**src/rtl/collision_pkg.sv**
```systemverilog
// Shared constants and types for the multi-tile player/ground collision scanner.
package collision_pkg;

  localparam int COL_DOWN  = 0;
  localparam int COL_UP    = 1;
  localparam int COL_RIGHT = 2;
  localparam int COL_LEFT  = 3;

  typedef enum logic [1:0] {IDLE, SCAN, DONE} state_t;

  localparam int DEF_PLAYER_W = 47;
  localparam int DEF_PLAYER_H = 41;
  localparam int DEF_TILE_W   = 24 + 1;
  localparam int DEF_TILE_H   = 24;
  localparam int DEF_FOOT_L   = 20;
  localparam int DEF_FOOT_R   = 26;
  localparam int DEF_MARGIN   = 3;

  function automatic int max_int(input int a, input int b);
    return (a > b) ? a : b;
  endfunction

endpackage

```
**src/rtl/collision_tile_check.sv**
```systemverilog
// Combinational per-tile side-hit evaluation; sums are widened so nothing wraps near 0.
module collision_tile_check
  import collision_pkg::*;
#(
  parameter int X_W      = 10,
  parameter int Y_W      = 9,
  parameter int PLAYER_W = DEF_PLAYER_W,
  parameter int PLAYER_H = DEF_PLAYER_H,
  parameter int TILE_W   = DEF_TILE_W,
  parameter int TILE_H   = DEF_TILE_H,
  parameter int FOOT_L   = DEF_FOOT_L,
  parameter int FOOT_R   = DEF_FOOT_R,
  parameter int MARGIN   = DEF_MARGIN
) (
  input  logic [X_W-1:0] px,
  input  logic [Y_W-1:0] py,
  input  logic [X_W-1:0] tx,
  input  logic [Y_W-1:0] ty,
  input  logic           valid,
  output logic [3:0]     hit
);

  localparam int S_W = max_int(X_W, Y_W) + 2;

  localparam logic [S_W-1:0] K_FL  = S_W'(FOOT_L);
  localparam logic [S_W-1:0] K_FR  = S_W'(FOOT_R);
  localparam logic [S_W-1:0] K_PW  = S_W'(PLAYER_W);
  localparam logic [S_W-1:0] K_PH  = S_W'(PLAYER_H);
  localparam logic [S_W-1:0] K_TW  = S_W'(TILE_W);
  localparam logic [S_W-1:0] K_TH  = S_W'(TILE_H);
  localparam logic [S_W-1:0] K_M   = S_W'(MARGIN);
  localparam logic [S_W-1:0] K_M2  = S_W'(2 * MARGIN);

  logic [S_W-1:0] pxe, pye, txe, tye;
  logic           hwin, vov;

  assign pxe = S_W'(px);
  assign pye = S_W'(py);
  assign txe = S_W'(tx);
  assign tye = S_W'(ty);

  assign hwin = (pxe + K_FL >= txe) && (pxe + K_FR <= txe + K_TW);
  assign vov  = (pye + K_PH > tye) && (pye < tye + K_TH);

  always_comb begin
    hit = 4'b0000;
    if (valid) begin
      hit[COL_DOWN]  = hwin && (tye <= pye + K_PH) && (pye + K_PH <= tye + K_M);
      hit[COL_UP]    = hwin && (tye + K_TH <= pye) && (pye <= tye + K_TH + K_M2);
      hit[COL_RIGHT] = vov && (pxe + K_PW + K_M >= txe) && (pxe + K_PW <= txe + K_M);
      hit[COL_LEFT]  = vov && (pxe + K_M >= txe + K_TW) && (pxe <= txe + K_TW + K_M);
    end
  end

endmodule

```
**src/rtl/collision_scan.sv**
```systemverilog
// Frame-tick scan of a synchronous tile table, ORing per-side hits into a registered vector.
module collision_scan
  import collision_pkg::*;
#(
  parameter int NUM_TILES = 32,
  parameter int IDX_W     = 5,
  parameter int X_W       = 10,
  parameter int Y_W       = 9,
  parameter int PLAYER_W  = 47,
  parameter int PLAYER_H  = 41,
  parameter int TILE_W    = 25,
  parameter int TILE_H    = 24,
  parameter int FOOT_L    = 20,
  parameter int FOOT_R    = 26,
  parameter int MARGIN    = 3
) (
  input  logic             clk,
  input  logic             rst,
  input  logic             start,
  input  logic [X_W-1:0]   x_player,
  input  logic [Y_W-1:0]   y_player,
  output logic [IDX_W-1:0] tile_addr,
  input  logic [X_W-1:0]   tile_x,
  input  logic [Y_W-1:0]   tile_y,
  input  logic             tile_valid,
  output logic             busy,
  output logic             done,
  output logic [3:0]       is_collision,
  output logic [Y_W-1:0]   land_y
);

  localparam logic [IDX_W-1:0] LAST_IDX = IDX_W'(NUM_TILES - 1);

  state_t           state, state_nxt;
  logic             addr_vld;
  logic             data_vld_p1;
  logic [IDX_W-1:0] data_idx_p1;
  logic [X_W-1:0]   px_l;
  logic [Y_W-1:0]   py_l;
  logic [3:0]       acc_coll, acc_coll_nxt;
  logic [Y_W-1:0]   acc_land, acc_land_nxt;
  logic [3:0]       hit;
  logic             last;

  collision_tile_check #(
    .X_W(X_W), .Y_W(Y_W), .PLAYER_W(PLAYER_W), .PLAYER_H(PLAYER_H),
    .TILE_W(TILE_W), .TILE_H(TILE_H), .FOOT_L(FOOT_L), .FOOT_R(FOOT_R),
    .MARGIN(MARGIN)
  ) u_check (
    .px   (px_l),
    .py   (py_l),
    .tx   (tile_x),
    .ty   (tile_y),
    .valid(tile_valid && data_vld_p1 && (state == SCAN)),
    .hit  (hit)
  );

  assign acc_coll_nxt = acc_coll | hit;
  assign acc_land_nxt = (hit[COL_DOWN] && (tile_y < acc_land)) ? tile_y : acc_land;
  assign last         = data_vld_p1 && (data_idx_p1 == LAST_IDX);

  assign busy = (state == SCAN);
  assign done = (state == DONE);

  always_comb begin
    state_nxt = state;
    case (state)
      IDLE:    if (start) state_nxt = SCAN;
      SCAN:    if (last) state_nxt = DONE;
      DONE:    state_nxt = IDLE;
      default: state_nxt = IDLE;
    endcase
  end

  always_ff @(posedge clk) begin
    if (rst) begin
      state        <= IDLE;
      tile_addr    <= '0;
      addr_vld     <= 1'b0;
      data_vld_p1  <= 1'b0;
      acc_coll     <= '0;
      acc_land     <= '0;
      is_collision <= '0;
      land_y       <= '0;
    end else begin
      state <= state_nxt;
      case (state)
        IDLE: begin
          if (start) begin
            acc_coll    <= '0;
            acc_land    <= '1;
            tile_addr   <= '0;
            addr_vld    <= 1'b1;
            data_vld_p1 <= 1'b0;
          end
        end
        SCAN: begin
          // Table read has one cycle of latency: data seen now belongs to last cycle's address.
          data_vld_p1 <= addr_vld;
          if (addr_vld) begin
            if (tile_addr == LAST_IDX) addr_vld <= 1'b0;
            else                       tile_addr <= tile_addr + 1'b1;
          end
          if (data_vld_p1) begin
            acc_coll <= acc_coll_nxt;
            acc_land <= acc_land_nxt;
          end
          if (last) begin
            is_collision <= acc_coll_nxt;
            if (acc_coll_nxt[COL_DOWN]) land_y <= acc_land_nxt;
          end
        end
        default: begin
          addr_vld    <= 1'b0;
          data_vld_p1 <= 1'b0;
        end
      endcase
    end
  end

  // Player position and read index are pure data; no reset needed.
  always_ff @(posedge clk) begin
    data_idx_p1 <= tile_addr;
    if (state == IDLE && start) begin
      px_l <= x_player;
      py_l <= y_player;
    end
  end

endmodule
```
**config.mk**
```make
export PLATFORM = sky130hd
export DESIGN_NAME = collision_scan
export DESIGN_NICKNAME = d
export VERILOG_FILES = /design/src/rtl/collision_pkg.sv /design/src/rtl/collision_tile_check.sv /design/src/rtl/collision_scan.sv
export SDC_FILE = /design/constraint.sdc
export NUM_CORES = 1
export LEC_CHECK = 0
export ABC_AREA = 1
export CORE_MARGIN = 2
export CORE_UTILIZATION = 45
export CTS_BUF_LIST = sky130_fd_sc_hd__clkbuf_8
export CTS_CLUSTER_DIAMETER = 120
export CTS_CLUSTER_SIZE = 16
export DETAILED_ROUTE_END_ITERATION = 8
export GPL_TIMING_DRIVEN = 0
export PLACE_DENSITY_LB_ADDON = 0.2
export SLEW_MARGIN = 0
export SYNTH_ARGS = -nofsm -noshare
export SYNTH_HDL_FRONTEND = slang
export SYNTH_HIERARCHICAL = 1
export SYNTH_SLANG_ARGS = --single-unit
```
**constraint.sdc**
```tcl
create_clock -name clk -period 3.6 [get_ports clk]
set_input_delay 0.54 -clock clk [delete_from_list [all_inputs] [get_ports clk]]
set_output_delay 0.54 -clock clk [all_outputs]
set_load 0.01 [all_outputs]
```
# == Yosys cells after proc, flatten, opt, wreduce, memory -nomap -nowiden ==
# Index checks and enable logic that the tools add are counted.
# word_totals
wordCells,90
in_bits,42
output_inout_bits,20
regBits,59
# op_classes
n_reduce_logical,22
addsub,13
magnitude_cmp,13
bitwise,1
n_eq_ne,9
n_mux,21
# ops
cell,n
$le 12x12->1,3
$add 10x5->11 const B,3
$mux 9,3
$add 12x2->12 const B,2
$ge 12x10->1,2
$le 9x12->1,2
$add 10x2->11 const B,2
$pmux 9 s2,1
$logic_and 1x1->1,15
$mux 5,3
$add 12x3->12 const B,1
$ge 12x12->1,1
$gt 12x9->1,1
$le 10x12->1,1
$le 12x9->1,1
$lt 9x12->1,1
$mux 4,3
$add 10x6->11 const B,1
$add 9x2->10 const B,1
$add 9x5->10 const B,1
$add 9x6->10 const B,1
$eq 5x5->1 const B,2
$pmux 5 s2,1
$lt 9x9->1,1
other kinds (16),26

# == Logic depth before layout (Yosys ltp) ==
# logic_depth
ltp_word,10
depth_mapped,24
ltp_nobuf,24

# == Hierarchy ==
# Netlist, hierarchy kept.
# modules_own_cells
module,seq_area_each_um2,instances,cells_per_inst,area_each_um2
collision_tile_check,0.0,1,699,4479.3
collision_scan,1371.3,1,296,2534.9

# == Worst setup path before layout ==
# No wires, ideal clock.
# synth_timing
path_type,input to register
startpoint,in tile_y[1]
endpoint,reg land_y[7]
arrival_ns,3.153
path_slack_ns,0.338
required_ns,3.491
setup_ns,0.109
path_stages,24
path_buffers,0
cell_sequence,inv_1 > ha_1 > nor3_1 > inv_1 > nor2_1 > inv_1 > o21ai_0 > o21ai_0 > ha_1 > nand2_1 > nor2_1 > nand4_1 > nor2_1 > nand2_1 > o21ai_0 > nand3_1 > nor2_1 > nand3b_1 > nor2_2 > nand3_2 > nand2_1 > nand3_1 > nand2_1 > inv_1
# synth_via
elab_chain_len,6
word_cells_on_any_way,11
classes_between,add/sub: 1; order compare: 3; mux: 2; bitwise: 1; reduce/logical: 4
# synth_rtl
item,line,source
from (decl),collision_scan.sv:24,"input logic [Y_W-1:0] tile_y,"
$add 9x2->10 / $le 9x12->1 (equally long branches),collision_tile_check.sv:48,hit[COL_DOWN] = hwin && (tye <= pye + K_PH) && (pye + K_PH <= tye + K_M);
$le 12x12->1 / $logic_and 1x1->1 (equally long branches),collision_tile_check.sv:48,
$logic_and 1x1->1 *,collision_tile_check.sv:48,
$mux 4 *,collision_tile_check.sv:47,if (valid) begin
net hit[0],collision_scan.sv:42,logic [3:0] hit;
$or 4x4->4 / $logic_and 1x1->1 (equally long branches),"collision_scan.sv:58, collision_scan.sv:59",
$reduce_and 3->1 (no line) / $mux 9 (equally long branches),-,
to (signal assigned),collision_scan.sv:110,if (acc_coll_nxt[COL_DOWN]) land_y <= acc_land_nxt;
to (decl),collision_scan.sv:29,output logic [Y_W-1:0] land_y
# Mark *: on every way through the listed nets, which the timed path passes. The rest lies on a longest branch.
# A chain may end at the register's enable or synchronous reset.

# == Worst setup path in the final report ==
# layout_timing
startpoint,reg py_l[0]
endpoint,reg land_y[7]
# layout_via
elab_chain_len,7
word_cells_on_any_way,10
classes_between,add/sub: 1; order compare: 2; mux: 2; bitwise: 1; reduce/logical: 4
# layout_rtl
item,line,source
from (decl),collision_scan.sv:39,logic [Y_W-1:0] py_l;
from (signal assigned),collision_scan.sv:126,py_l <= y_player;
$add 9x6->10 *,collision_tile_check.sv:48,
$le 9x12->1,collision_tile_check.sv:48,
$logic_and 1x1->1,collision_tile_check.sv:48,
$logic_and 1x1->1 *,collision_tile_check.sv:48,
$mux 4 *,collision_tile_check.sv:47,
net hit[0],collision_scan.sv:42,
$or 4x4->4 / $logic_and 1x1->1 (equally long branches),"collision_scan.sv:58, collision_scan.sv:59",
$reduce_and 3->1 (no line) / $mux 9 (equally long branches),-,
# Marks and branches as above.

==> impl_metrics.env <==
export IMPL_status="finished clean"
export IMPL_min_period_over_period=0.9790
export IMPL_crit_top_cell="nand3_1"
export IMPL_leakage_nw=4.271
export IMPL_yosysMostFrequentCell="nand2_1"
export IMPL_area_delta_synth_final_pct=22.05
export IMPL_synth_edff_count=19
export IMPL_vias=6506
export IMPL_arrival_ns=3.84
export IMPL_synthTopCellsByCount="nand2_1, inv_1, ha_1"
export IMPL_drc=0
export IMPL_clock_fmax_mhz=283.7
export IMPL_fin_crit_ns=3.524
export IMPL_clock_sinks=59
export IMPL_synth_area_leaders="ha_1, nand2_1, dfxtp_1"
export IMPL_synth_warnings=6
export IMPL_powerDensity_mw_per_mm2=282.4
export IMPL_path_delay_family="simple AND/OR/NAND/NOR gates"
export IMPL_wl_um=17330
export IMPL_grt_max_degree=22
export IMPL_chipWidth_um=128.9
export IMPL_rsz0062_at_grt="true"
export IMPL_synth_cell_area_mm2=0.007014
export IMPL_critPathMaxStageDelay_ns=0.42
export IMPL_clock_path_buffers=2
export IMPL_cts_htree_levels=3
export IMPL_finish_utilization=0.5631
export IMPL_start_kind="register"
export IMPL_finalPower_mw=2.418
export IMPL_clk_pin_slew_ns=0.07
export IMPL_cts_tree="yes"
export IMPL_ir_drop_mv=0.2435
export IMPL_port_buffers=60
export IMPL_coreArea_mm2=0.01520
export IMPL_gp_congestion=0.8603
export IMPL_viasPerCell=5.055
export IMPL_path_class="register to register"
export IMPL_ys_async_sr_fraction=0
export IMPL_fin_worst_skew_ns=0.01048
export IMPL_numPlacedInstances=1243
export IMPL_antenna_found_initial=0
export IMPL_grt_pass1_vias=6127
export IMPL_grt_pass1_wl_um=28230
export IMPL_tightest_slew_ns=0.5204
export IMPL_fin_nets=1273
export IMPL_yosys_most_used_dff="dfxtp_1"
export IMPL_synth_distinct_cells=43
export IMPL_drv_slew=0
export IMPL_ioPinCount=62
export IMPL_worst_path_max_delay_cell="edfxtp_1"
export IMPL_cp_required_ns=3.91
export IMPL_crit_fanout=5
export IMPL_n_antenna_cell=0
export IMPL_fin_cells=1287
export IMPL_initial_core_util=0.4614
export IMPL_gr_usage_all_layers=0.2124
export IMPL_firstDrtPassIters=6
export IMPL_holdCritPathClass="register to register"
export IMPL_holdWs_ns=0.3969
export IMPL_drv_cap=0
export IMPL_syn_avg_cell_area_um2=7.049
export IMPL_avgRoutedWirePerCell_um=13.47
export IMPL_cts_root_buf="clkbuf_8"
export IMPL_rows=45
export IMPL_cts_buffers=9
export IMPL_ant_nets=0
export IMPL_relSlewSlack=0.6506
export IMPL_overflow=0
export IMPL_path_buf_inv=3
export IMPL_clk_latency_ns=0.37
export IMPL_cp_end_kind="register"
export IMPL_yosysTopAreaCell="ha_1"
export IMPL_hpwl_um=13890
export IMPL_final_hold_viol_count=0
export IMPL_path_cells="ha_2, a21oi_2, or2_4, nand2_4, nand3_4, xor2_4, inv_2, ha_4, nand3_2, nor2_4, nand4_1, nand3_1, nand3_1, nor2_2, nand3b_1, nor2_4, buf_4, nand4_1, nand3_1, nand2_1, inv_1"
export IMPL_die_height_um=128.9
export IMPL_drt_iter0_markers=264
export IMPL_drive_above_1_share=0.1419
export IMPL_synth_nets=1174
export IMPL_ys_seq_elements=59
export IMPL_setup_violations=0
export IMPL_ys_seq_area_frac=0.1955
export IMPL_dieArea_mm2=0.01660
export IMPL_synth_top_area_frac=0.2444
export IMPL_netlist_instances=995
[cells by family (layout without fill, tap and decap cells)]
| group | after synthesis | count (layout) | synth area share |
|---|---|---|---|
| AO/OA/AOI/OAI | 127 | 127 | 0.09704 |
| XOR/XNOR | 62 | 62 | 0.08116 |
| adder cells (fa/ha/maj) | 137 | 137 | 0.2444 |
| buffers and inverters | 173 | 276 | 0.09757 |
| flip-flops | 59 | 59 | 0.1955 |
| AND/OR/NAND/NOR | 437 | 438 | 0.2843 |
[final timing paths]
kind / from / to / slack [ns] / cells past startpoint
setup reg to reg: py_l[0]$_DFFE_PP_ / land_y[7]$_SDFFE_PP0P_ / 0.08 / 21
setup / recovery: py_l[0]$_DFFE_PP_ / land_y[7]$_SDFFE_PP0P_ / 0.08 / 21
hold reg to reg: tile_addr[4]$_SDFFE_PP0P_ / data_idx_p1[4]$_DFF_P_ / 0.40 / 0
hold / removal: tile_addr[4]$_SDFFE_PP0P_ / data_idx_p1[4]$_DFF_P_ / 0.40 / 0
[final cells by class]
class | count | area, um2
Timing Repair Buffer | 87 | 787.0
Sequential cell | 59 | 1371
Fill cell | 1486 | 6641
Buffer | 10 | 72.57
Inverter | 163 | 616.8
Tap cell | 188 | 235.2
Multi-Input combinational cell | 764 | 5228
Clock inverter | 6 | 112.6
Clock buffer | 10 | 137.6
[timing repair]
action                     CTS  global route
setup endpoints to repair   23            22
pin swaps                    2            48
setup buffers                3            24
hold buffers                 0             0
resized for setup           30            87
cloned                       0             1
[metrics by stage]
stage	TNS (ns)	area (um2)	setup slack, ns
after detailed placement	-25.16	7850	-1.213
after CTS	0	8177	0.01139
after global routing	-1.552	8561	-0.1195
final	0	8561	0.07568
after floorplan	0	7014	0.3384
after global placement	-24.89	7850	-1.201
[sequential cells by signal (all words and copies together) (netlist names), 4 cells and up]
register,flops
px_l,10
acc_land,9
tile_addr,5
acc_coll,4
is_collision,4
py_l,9
land_y,9
data_idx_p1,5
[power by group]
part           switching [mW]  total (mW)  internal, mW
registers              0.0306       0.751         0.720
clock network           0.282       0.761         0.479
logic                   0.539       0.906         0.367
[per-layer routing]
layer,global-route usage,part of all wire,routed length (um)
met1,0.2666,0.45,7817
met2,0.3778,0.49,8576
met3,0.02952,0.034,584
met4,0.06394,0.021,357
met5,0,0,0
[placed cells by master (no fill, tap or decap), types with 9 or more instances in the layout]
master           instances
a21oi_1                 63
buf_4                   26
clkbuf_8                11
clkdlybuf4s50_1         45
dfxtp_1                 40
edfxtp_1                19
ha_1                   130
inv_1                  146
inv_2                   15
nand2_1                204
nand2_2                 15
nand3_1                 54
nand3_2                 10
nand4_1                 23
nor2_1                  81
nor2_2                  12
nor3_1                   9
o21ai_0                 34
xnor2_1                 10
xor2_1                  46
No activity file was read; power rests on OpenSTA's default activity.
